`src/rtl/pmux_scan_if.sv`:
```
// Bus bundle for pmux_scan: channel inputs, manual/scan controls and the ready/valid output.
// ch_mask is present only when PMUX_SCAN_MASK_EN is defined.
interface pmux_scan_if #(
  parameter int W = 8,
  parameter int N = 4
);
  localparam int SW = $clog2(N);

  logic [N*W-1:0] din;
  logic [SW-1:0]  sel;
  logic           mode;
  logic           start;
  logic           out_ready;
  logic [W-1:0]   out_data;
  logic           out_valid;
  logic [SW-1:0]  out_ch;
  logic           busy;
`ifdef PMUX_SCAN_MASK_EN
  logic [N-1:0]   ch_mask;
`endif

  modport master (
`ifdef PMUX_SCAN_MASK_EN
    output ch_mask,
`endif
    output din, sel, mode, start, out_ready,
    input  out_data, out_valid, out_ch, busy
  );

  modport slave (
`ifdef PMUX_SCAN_MASK_EN
    input  ch_mask,
`endif
    input  din, sel, mode, start, out_ready,
    output out_data, out_valid, out_ch, busy
  );
endinterface

```
`src/rtl/pmux_scan.sv`:
```
// N-channel sample mux: manual select or one-shot ascending scan with dwell, into a ready/valid register.
// Define PMUX_SCAN_MASK_EN to add ch_mask, restricting the sweep to enabled channels.
module pmux_scan #(
  parameter int W     = 8,
  parameter int N     = 4,
  parameter int DWELL = 2
) (
  input logic         clk,
  input logic         rst,
  pmux_scan_if.slave  bus
);
  localparam int SW = $clog2(N);

  typedef enum logic [1:0] {ST_IDLE, ST_SAMPLE, ST_WAIT_ACK, ST_DWELL} state_t;

  state_t        state_q;
  logic [W-1:0]  out_data_q;
  logic [SW-1:0] out_ch_q;
  logic          out_valid_q;
  logic          busy_q;
  logic [SW-1:0] ch_q;
  logic [7:0]    cnt_q;
  logic [N-1:0]  mask_q;

  // Lowest enabled channel at or above 'from'; MSB of the result flags that one exists.
  function automatic logic [SW:0] next_en(input logic [N-1:0] m, input int from);
    logic [SW:0] r;
    r = '0;
    for (int i = N - 1; i >= 0; i--)
      if (i >= from && m[i]) r = {1'b1, SW'(i)};
    return r;
  endfunction

  logic xfer, free;
  assign xfer = out_valid_q & bus.out_ready;
  assign free = ~out_valid_q | bus.out_ready;

  logic [N-1:0] mask_in;
`ifdef PMUX_SCAN_MASK_EN
  assign mask_in = bus.ch_mask;
`else
  assign mask_in = '1;
`endif

  logic [SW:0] first_en, next_ch;
  assign first_en = next_en(mask_in, 0);
  assign next_ch  = next_en(mask_q, int'(ch_q) + 1);

  // Out-of-range selects fall through the loop and read as zero.
  logic [W-1:0] man_data, ch_data;
  always_comb begin
    man_data = '0;
    ch_data  = '0;
    for (int i = 0; i < N; i++) begin
      if (bus.sel == SW'(i)) man_data = bus.din[i*W +: W];
      if (ch_q == SW'(i))    ch_data  = bus.din[i*W +: W];
    end
  end

  // Where the sweep goes once a sample is acknowledged and any dwell has expired.
  state_t        adv_state;
  logic [SW-1:0] adv_ch;
  logic          adv_busy;
  always_comb begin
    adv_state = ST_IDLE;
    adv_ch    = '0;
    adv_busy  = 1'b0;
    if (next_ch[SW]) begin
      adv_state = ST_SAMPLE;
      adv_ch    = next_ch[SW-1:0];
      adv_busy  = 1'b1;
    end
  end

  always_ff @(posedge clk or posedge rst) begin
    if (rst) begin
      state_q     <= ST_IDLE;
      out_data_q  <= '0;
      out_ch_q    <= '0;
      out_valid_q <= 1'b0;
      busy_q      <= 1'b0;
      ch_q        <= '0;
      cnt_q       <= '0;
      mask_q      <= '0;
    end else begin
      case (state_q)
        ST_IDLE: begin
          if (xfer) out_valid_q <= 1'b0;
          if (!bus.mode) begin
            if (free) begin
              out_data_q  <= man_data;
              out_ch_q    <= bus.sel;
              out_valid_q <= 1'b1;
            end
          end else if (bus.start && first_en[SW]) begin
            state_q <= ST_SAMPLE;
            ch_q    <= first_en[SW-1:0];
            mask_q  <= mask_in;
            busy_q  <= 1'b1;
          end
        end
        ST_SAMPLE: begin
          if (free) begin
            out_data_q  <= ch_data;
            out_ch_q    <= ch_q;
            out_valid_q <= 1'b1;
            state_q     <= ST_WAIT_ACK;
          end
        end
        ST_WAIT_ACK: begin
          if (xfer) begin
            out_valid_q <= 1'b0;
            if (DWELL == 0) begin
              state_q <= adv_state;
              ch_q    <= adv_ch;
              busy_q  <= adv_busy;
            end else begin
              cnt_q   <= 8'(DWELL);
              state_q <= ST_DWELL;
            end
          end
        end
        ST_DWELL: begin
          if (cnt_q <= 8'd1) begin
            cnt_q   <= '0;
            state_q <= adv_state;
            ch_q    <= adv_ch;
            busy_q  <= adv_busy;
          end else begin
            cnt_q <= cnt_q - 8'd1;
          end
        end
        default: state_q <= ST_IDLE;
      endcase
    end
  end

  assign bus.out_data  = out_data_q;
  assign bus.out_ch    = out_ch_q;
  assign bus.out_valid = out_valid_q;
  assign bus.busy      = busy_q;
endmodule

```
`src/flat_wrapper.sv`:
```
// flat-port wrapper written by rule: the top's interface ports become plain ports
module pmux_scan_flat 
#(
  parameter int W     = 8,
  parameter int N     = 4,
  parameter int DWELL = 2
)
  (clk, rst, bus_din, bus_sel, bus_mode, bus_start, bus_out_ready, bus_out_data, bus_out_valid, bus_out_ch, bus_busy);
  pmux_scan_if #(.W(W), .N(N)) bus_i ();
  input logic clk;
  input logic rst;
  input wire logic [$bits(bus_i.din)-1:0] bus_din;
  input wire logic [$bits(bus_i.sel)-1:0] bus_sel;
  input wire logic [$bits(bus_i.mode)-1:0] bus_mode;
  input wire logic [$bits(bus_i.start)-1:0] bus_start;
  input wire logic [$bits(bus_i.out_ready)-1:0] bus_out_ready;
  output wire logic [$bits(bus_i.out_data)-1:0] bus_out_data;
  output wire logic [$bits(bus_i.out_valid)-1:0] bus_out_valid;
  output wire logic [$bits(bus_i.out_ch)-1:0] bus_out_ch;
  output wire logic [$bits(bus_i.busy)-1:0] bus_busy;
  assign bus_i.din = bus_din;
  assign bus_i.sel = bus_sel;
  assign bus_i.mode = bus_mode;
  assign bus_i.start = bus_start;
  assign bus_i.out_ready = bus_out_ready;
  assign bus_out_data = bus_i.out_data;
  assign bus_out_valid = bus_i.out_valid;
  assign bus_out_ch = bus_i.out_ch;
  assign bus_busy = bus_i.busy;
  pmux_scan #(.W(W), .N(N), .DWELL(DWELL)) u_core (.clk(clk), .rst(rst), .bus(bus_i));
endmodule
```
`config.mk`:
```
export PLATFORM = sky130hd
export DESIGN_NAME = pmux_scan_flat
export DESIGN_NICKNAME = d
export VERILOG_FILES = /design/src/rtl/pmux_scan_if.sv /design/src/rtl/pmux_scan.sv /design/src/flat_wrapper.sv
export SDC_FILE = /design/constraint.sdc
export NUM_CORES = 1
export LEC_CHECK = 0
export ABC_AREA = 1
export BUFFER_PORTS_ARGS = -buffer_cell sky130_fd_sc_hd__buf_2
export CORE_AREA = 2 2 107 68
export CTS_BUF_LIST = sky130_fd_sc_hd__clkbuf_4
export DETAILED_ROUTE_END_ITERATION = 7
export DIE_AREA = 0 0 109 70
export PLACE_DENSITY_LB_ADDON = 0.08
export SYNTH_ARGS = -nofsm -noshare
export SYNTH_HDL_FRONTEND = slang
export SYNTH_SLANG_ARGS = --single-unit
```
`constraint.sdc`:
```
create_clock -name clk -period 1.91 [get_ports clk]
set_input_delay 0.382 -clock clk [delete_from_list [all_inputs] [get_ports clk]]
set_output_delay 0.382 -clock clk [all_outputs]
set_load 0.01 [all_outputs]
```
**After elaboration in Yosys (flattened, before gate mapping)**

Cells that the tools add are included.

- Bits in registers: 25
- Input bits: 39
- Logic and storage cells: 96
- Output and inout port bits: 12

- Bitwise gates (word level): 3
- Equality and inequality tests: 16
- Mux-type cells: 45
- $add $sub $neg: 2
- Order comparisons: 5
- Reductions and logical operators: 17

Operators with widths:

| kind | number |
|---|---|
| two-way mux 8 bit | 13 |
| >= comparator 3 x 32 -> 1 bit (first input constant) | 2 |
| >= comparator 1 x 32 -> 1 bit (first input constant) | 1 |
| >= comparator 2 x 32 -> 1 bit (first input constant) | 1 |
| one-hot mux 8 bit (2 select lines) | 2 |
| two-way mux 2 bit | 12 |
| == test 2 bit (second input constant) | 6 |
| two-way mux 3 bit | 4 |
| two-way mux 1 bit | 9 |
| less-or-equal comparator 8 x 1 -> 1 bit (second input constant) | 1 |
| != test 2 x 1 -> 1 bit (second input constant) | 4 |
| one-hot mux 2 bit (2 select lines) | 2 |
| one-hot mux 2 bit (4 select lines) | 1 |
| AND reduction 4 bit | 2 |
| subtractor 8 x 1 -> 8 bit (second input constant) | 1 |
| == test 2 x 1 -> 1 bit (second input constant) | 3 |
| zero test 2 bit | 3 |
| != test 2 bit (second input constant) | 3 |
| nonzero test 2 bit | 3 |
| AND reduction 5 bit | 1 |
| logical AND 1 bit | 4 |
| AND reduction 2 bit | 2 |
| adder 2 x 1 -> 3 bit (second input constant) | 1 |
| one-hot mux 1 bit (3 select lines) | 1 |
| 6 further kinds | 6 |

**Logic depth before layout (Yosys ltp)**

Gate-level depths: netlist of the first run.

- Word-level depth: 10
- Mapped depth: 10
- Depth with buffers taken out: 10

**Least setup slack after synthesis of the first run**

OpenSTA, ideal clock, no wires.

- Path type: register -> register
- Start: register u_core.state_q[0]
- End: register u_core.out_ch_q[0], in the netlist u_core.bus.out_ch[0]
- Period minus slack after synthesis: 1,436 ps
- Buffers on the path: 1
- Library setup time: 65 ps
- Data required time: 1,845 ps
- Path slack: 474 ps
- Data arrival time: 1,372 ps
- Stages on the path, launching flop included: 9
- Cell sequence: dfrtp_1 -> inv_1 -> ha_1 -> inv_2 -> or2_0 -> a21oi_2 -> buf_6 -> o211ai_1 -> nand2_1

- Cells in the longest elaborated chain, start to end: 3
- Elaborated cells on any way between the ends: 8
- Those cells by class: eq/ne: 4; mux: 1; reduce/logical: 3

Ends and longest elaborated chain:

| element | line | RTL |
|---|---|---|
| start: declaration | pmux_scan.sv:16 | `state_t state_q;` |
| start signal: assignment | pmux_scan.sv:114 | `state_q <= adv_state;` |
| start signal: assignment | pmux_scan.sv:126 | `state_q <= adv_state;` |
| == test 2 x 1 -> 1 bit / zero test 2 bit (equally long branches) | pmux_scan.sv:86 | `case (state_q)` |
| != test 2 x 1 -> 1 bit (no line), or another cell as far along | n/a |  |
| AND reduction 4 bit (no line) | n/a |  |
| end signal: assignment | pmux_scan.sv:92 | `out_ch_q <= bus.sel;` |
| end signal: assignment | pmux_scan.sv:105 | `out_ch_q <= ch_q;` |
| end: declaration | pmux_scan.sv:18 | `logic [SW-1:0] out_ch_q;` |

Several ways; a longest one is shown, not always the timed one.
A chain may end at the register's enable or synchronous reset.

**Worst setup path after layout of the first run**

Same ends and word-level chain as after synthesis.

==> impl_metrics.env, run 1 <==
export IMPL_status="completed"
export IMPL_maxSlewViolCount=0
export IMPL_reg2reg_from="u_core.state_q[0]"
export IMPL_fmax_mhz=614
export IMPL_cts_tree="done"
export IMPL_clk_path_buf_depth=2
export IMPL_min_period_ns=1.63
export IMPL_clock_sinks=25
export IMPL_synth_simple_area_share=0.396
export IMPL_synth_fp_nets=356
export IMPL_crit_path_start_kind="flip-flop"
export IMPL_synth_cells=310
export IMPL_drt_pass1_iterations=4
export IMPL_crit_path_max_fanout=10
export IMPL_yosysUniqueCellTypes=23
export IMPL_synth_area_sq_um=1930
export IMPL_hold_violations=0
export IMPL_ctsHoldBuffers=0
export IMPL_cp_arrival_ns=1.90
export IMPL_initial_utilization=0.282
export IMPL_grt_pass1_vias=1961
export IMPL_diodes=0
export IMPL_synth_compound_area_share=0.124
export IMPL_io_buffers=50
export IMPL_wire_per_inst_microns=12.8
export IMPL_end_kind="flip-flop"
export IMPL_cts_setup_buffers=0
export IMPL_track_usage=0.162
export IMPL_route_vias_total=2048
export IMPL_ys_seq_elements=25
export IMPL_hold_slack_ns=0.0880
export IMPL_tritoncts_num_buffers=3
export IMPL_critical_path_required_ns=2.18
export IMPL_yosysWarnings=0
export IMPL_maxCapViolCount=0
export IMPL_max_slew_worst_pin_slew_ns=0.489
export IMPL_clock_latency_ns=0.32
export IMPL_finalSetupViolations=0
export IMPL_drc=0
export IMPL_ant_nets=0
export IMPL_yosysSeqAreaShare=0.325
export IMPL_io_pins=51
export IMPL_path_clk_slew_ns=0.14
export IMPL_synthMuxAreaShare=0
export IMPL_grt_overflow=0
export IMPL_die_y_microns=70
export IMPL_die_area_sq_um=7630
export IMPL_core_sq_um=6820
export IMPL_via_per_inst=4.51
export IMPL_num_rows=24
export IMPL_nNetsFinal=410
export IMPL_drt_wl_total_microns=5800
export IMPL_worst_path_max_delay_cell="dfrtp_1"
export IMPL_critPathKind="flip-flop to flip-flop"
export IMPL_root_buffer="clkbuf_4"
export IMPL_ir_worst_vdd_mv=0.500
export IMPL_place_congestion=0.797
export IMPL_slew_headroom=0.673
export IMPL_worst_r2r_setup_slack_ns=0.28
export IMPL_drtIter0Drc=106
export IMPL_h_tree_depth=1
export IMPL_cp_slowest_stage_delay_ns=0.47
export IMPL_grt_pass1_wl_microns=9710
export IMPL_grt_max_degree=26
export IMPL_synth_avg_cell_area_sq_um=6.21
export IMPL_grt_setup_unrepaired="no"
export IMPL_rr_worst_depth=8
export IMPL_antenna_found_initial=0
export IMPL_drive_gt1_frac=0.185
export IMPL_fin_crit_sh=0.852
export IMPL_syn_to_final_growth_pct=20.2
export IMPL_tns_ns=0
export IMPL_synth_xor_area_frac=0.00910
export IMPL_leakagePower_nw=1.31
export IMPL_rr_endpoint="u_core.bus.out_ch[0]"
export IMPL_dp_hpwl_microns=4490
export IMPL_ctsResizeCount=0
export IMPL_crit_chain="inv_1 -> ha_1 -> inv_2 -> or2_0 -> a21oi_2 -> buf_4 -> o211ai_1 -> nand2_1"
export IMPL_power_density_nw_per_um2=1330
export IMPL_holdCritPathClass="input port to asynchronous set/reset pin"
export IMPL_synth_adder_area_share=0.0455
export IMPL_synth_top_family_by_area="simple AND/OR/NAND/NOR gates"
export IMPL_die_x_microns=109
export IMPL_skew_ns=0.00404
-- metrics by stage --
| step | std cells | instance area [sq um] | setup WS, ns | utilization | power, W |
|---|---|---|---|---|---|
| after CTS | 454 | 2310 | 0.255 | 0.340 | 0.00313 |
| after global routing | 454 | 2310 | 0.0603 | 0.340 | 0.00349 |
| after floorplan | 310 | 1930 | 0.474 | - | 0.00231 |
| after global placement | 450 | 2280 | 0.278 | 0.335 | 0.00289 |
| final | 454 | 2310 | 0.282 | 0.340 | 0.00309 |
| after detailed placement | 450 | 2280 | 0.294 | 0.335 | 0.00285 |
-- area by class of cell --
type                            instances  area [sq um]
Inverter                               38           143
Sequential cell                        25           626
Clock buffer                            4          30.0
Tap cell                               91           114
Multi-Input combinational cell        240          1110
Fill cell                             759          4500
Timing Repair Buffer                   56           295
-- cell usage in the layout, fill, tap and decap left out --
master / n
nand2_1: 121
buf_2: 50
inv_1: 34
nand3_1: 30
nor2_1: 27
dfrtp_1: 25
o21ai_0: 19
a21oi_1: 18
ha_1: 7
buf_4: 6
o211ai_1: 4
nand4_1: 4
clkbuf_4: 4
inv_2: 3
nor2_2: 2
xor2_1: 2
or2_0: 1
a21oi_2: 1
o21bai_1: 1
nand2_2: 1
clkinv_1: 1
nor3b_1: 1
a22oi_1: 1
-- cells in the mapped netlist --
| library cell | instances | area share |
|---|---|---|
| buf_4 | 1 | 0.0039 |
| inv_1 | 34 | 0.066 |
| o211ai_1 | 4 | 0.016 |
| nand4_1 | 4 | 0.013 |
| nand2_2 | 1 | 0.0033 |
| or2_0 | 1 | 0.0033 |
| xor2_1 | 2 | 0.0091 |
| nor3b_1 | 1 | 0.0039 |
| nand3_1 | 30 | 0.078 |
| a22oi_1 | 1 | 0.0039 |
| dfrtp_1 | 25 | 0.32 |
| buf_6 | 2 | 0.012 |
| nor2_1 | 27 | 0.053 |
| ha_1 | 7 | 0.045 |
| o21ai_0 | 19 | 0.049 |
| a21oi_1 | 18 | 0.047 |
| clkinv_1 | 1 | 0.0019 |
| inv_2 | 3 | 0.0058 |
| buf_2 | 4 | 0.010 |
| nand2_1 | 121 | 0.24 |
| nor2_2 | 2 | 0.0065 |
| a21oi_2 | 1 | 0.0045 |
| o21bai_1 | 1 | 0.0039 |
-- state kept, by name, summed over array words and instances (netlist names) --
| signal | count |
|---|---|
| u_core.cnt_q | 8 |
| u_core.bus.busy | 1 |
| u_core.ch_q | 2 |
| u_core.bus.out_data | 8 |
| u_core.bus.out_ch | 2 |
| u_core.state_q | 2 |
| u_core.bus.out_valid | 1 |
| u_core.mask_q | 1 |
-- power by group --
group          internal [W]  leakage [nW]  switching [W]
clock network     0.0000959        0.0184       0.000164
logic              0.000691         0.980        0.00119
registers          0.000757         0.313       0.000191
total               0.00154          1.31        0.00154
-- per-layer routing --
layer,share of wire,vias up,GRT usage
li1,-,1090,-
met1,0.54,905,0.256
met2,0.40,51,0.226
met3,0.062,2,0.0317
met4,0.0050,0,0.0285
met5,0,-,0
-- how the worst max path moves through the flow --
stage / slack [ns] / endpoint / start / cells past startpoint
after floorplan: 0.47 / u_core.bus.out_ch[0] / u_core.state_q[0] / 8
after global placement: 0.28 / u_core.bus.out_ch[1] / u_core.state_q[0] / 8
after detailed placement: 0.29 / u_core.bus.out_ch[1] / u_core.state_q[0] / 8
after CTS: 0.26 / u_core.bus.out_ch[0] / u_core.state_q[0] / 8
after global routing: 0.06 / u_core.state_q[0] / u_core.state_q[0] / 8
final: 0.28 / u_core.bus.out_ch[0] / u_core.state_q[0] / 8
-- worst max-delay path: cells and delay by family, from the launching register on --
| kind | cells | cell delay [ns] |
|---|---|---|
| compound gates | 2 | 0.26 |
| fa+ha+maj | 1 | 0.19 |
| buf+inv | 3 | 0.38 |
| flops | 1 | 0.47 |
| simple gates | 2 | 0.27 |
-- logic make-up (layout without fill, tap and decap cells) --
logic type / count (synthesis) / count (layout)
buffers and inverters: 45 / 98
adder cells (fa/ha/maj): 7 / 7
XOR/XNOR: 2 / 2
AO/OA/AOI/OAI: 44 / 44
flip-flops: 25 / 25
AND/OR/NAND/NOR: 187 / 187
(Power assumes the default switching activity.)
==> run 2: changes to the inputs <==
--- a/config.mk
+++ b/config.mk
@@ -12,6 +12,7 @@
 export DETAILED_ROUTE_END_ITERATION = 7
 export DIE_AREA = 0 0 109 70
 export PLACE_DENSITY_LB_ADDON = 0.08
+export REMOVE_ABC_BUFFERS = 1
 export SYNTH_ARGS = -nofsm -noshare
 export SYNTH_HDL_FRONTEND = slang
 export SYNTH_SLANG_ARGS = --single-unit
==> run 2 against run 1 <==
Effect of this change:
- non-clock buffer count increased by 1
- sequential cell count unchanged
- die area unchanged
- maximum frequency down 2.8%
==> impl_metrics.env, run 2 (synthesis gave the netlist of run 1 again) <==
export IMPL_io_pins=51
export IMPL_hold_violations=0
export IMPL_via_per_inst=4.51
export IMPL_maxSlewViolCount=0
export IMPL_drt_wl_total_microns=5910
export IMPL_maxCapViolCount=0
export IMPL_power_density_nw_per_um2=1340
export IMPL_route_vias_total=2052
export IMPL_dp_hpwl_microns=4580
export IMPL_initial_utilization=0.282
export IMPL_grt_max_degree=26
export IMPL_mostFrequentLayoutCell="nand2_1"
export IMPL_setup_slack_ns=0.236
export IMPL_critical_path_required_ns=2.16
export IMPL_nNetsFinal=411
export IMPL_layout_common_cells="nand2_1, buf_2, inv_1, nand3_1, nor2_1"
export IMPL_critPathKind="flip-flop to flip-flop"
export IMPL_slew_headroom=0.674
export IMPL_clock_latency_ns=0.34
export IMPL_cp_arrival_ns=1.92
export IMPL_leakagePower_nw=1.32
export IMPL_grt_overflow=0
export IMPL_skew_ns=0.00180
export IMPL_ir_worst_vdd_mv=0.714
export IMPL_ant_nets=0
export IMPL_cts_tree="done"
export IMPL_postLayoutCellArea_sq_um=2320
export IMPL_dpl_cell_area_sq_um=2290
export IMPL_drc=0
export IMPL_crit_path_start_kind="flip-flop"
export IMPL_clock_sinks=25
export IMPL_grt_setup_unrepaired="no"
export IMPL_die_area_sq_um=7630
export IMPL_wire_per_inst_microns=13.0
export IMPL_fmax_mhz=597
export IMPL_place_congestion=0.813
export IMPL_die_y_microns=70
export IMPL_status="completed"
export IMPL_die_x_microns=109
export IMPL_cts_setup_buffers=0
export IMPL_root_buffer="clkbuf_4"
export IMPL_track_usage=0.169
export IMPL_final_fill_count=765
export IMPL_ctsHoldBuffers=0
export IMPL_grt_pass1_vias=1947
export IMPL_place_ws_ns=0.268
export IMPL_grt_pass1_wl_microns=9950
export IMPL_fin_crit_sh=0.876
export IMPL_antenna_found_initial=0
export IMPL_drt_pass1_iterations=4
export IMPL_holdCritPathClass="input port to asynchronous set/reset pin"
export IMPL_drtIter0Drc=103
export IMPL_end_kind="flip-flop"
export IMPL_crit_path_max_fanout=7
export IMPL_diodes=0
export IMPL_max_slew_worst_pin_slew_ns=0.489
export IMPL_finalSetupViolations=0
export IMPL_ctsResizeCount=0
export IMPL_num_rows=24
export IMPL_drive_gt1_frac=0.187
export IMPL_core_sq_um=6820
export IMPL_clk_path_buf_depth=2
export IMPL_tritoncts_num_buffers=3
export IMPL_io_buffers=50
export IMPL_syn_to_final_growth_pct=20.6
export IMPL_path_clk_slew_ns=0.14
export IMPL_tns_ns=0
export IMPL_h_tree_depth=1
export IMPL_min_period_ns=1.67
-- run 2: changes by cell type in the layout (fill, tap and decap cells not counted), sizes merged --
cell | before | now
buf | 56 | 57
-- run 2: stage by stage --
| stage | power (W) | utilization | cells | hold WS (ns) |
|---|---|---|---|---|
| final | 0.00312 | 0.341 | 455 | 0.0728 |
| after global placement | 0.00289 | 0.336 | 451 | 0.460 |
| after detailed placement | 0.00287 | 0.336 | 451 | 0.462 |
| after global routing | 0.00351 | 0.341 | 455 | 0.102 |
| after CTS | 0.00315 | 0.341 | 455 | 0.0759 |
| after floorplan | 0.00223 | - | 303 | 0.409 |
-- run 2: critical path, cell delays in order (launching register included) --
cell,delay (ns)
dfrtp_1,0.50
inv_1,0.10
ha_1,0.22
inv_2,0.09
a21oi_1,0.06
nor3b_1,0.37
nand2_1,0.12
nand2_1,0.08
nand2_1,0.05
-- run 2: power breakdown --
part / switching (W) / internal (W) / leakage (nW)
clock network: 0.000176 / 0.0000965 / 0.0184
logic: 0.00119 / 0.000704 / 0.985
registers: 0.000197 / 0.000757 / 0.313
-- run 2: final cells by class --
cell class              instances  area (sq um)  share of cell area
multi-input cells             240          1110               0.477
flip-flops and latches         25           626               0.269
repair buffers                 57           303               0.130
inverters                      38           143              0.0614
well taps                      91           114              0.0490
clock buffers                   4          30.0              0.0129
-- run 2: metal layers --
| layer | global-route usage | vias to the layer above | share of wire |
|---|---|---|---|
| met3 | 0.0430 | 2 | 0.056 |
| met2 | 0.240 | 50 | 0.39 |
| met5 | 0 | - | 0 |
| met1 | 0.262 | 907 | 0.55 |
| met4 | 0.0199 | 0 | 0.0036 |
| li1 | - | 1093 | - |
-- run 2: final timing paths --
path                       cells past startpoint           endpoint         startpoint  slack, ns
max                                            8  u_core.state_q[0]  u_core.state_q[0]       0.24
min                                            3    u_core.cnt_q[4]                rst       0.07
max reg2reg                                    8  u_core.state_q[0]  u_core.state_q[0]       0.24
min reg2reg                                    2    u_core.bus.busy    u_core.bus.busy       0.49
max in group asynchronous                      3  u_core.state_q[1]                rst       1.58
min in group clk                               3   u_core.mask_q[0]          bus_start       0.29
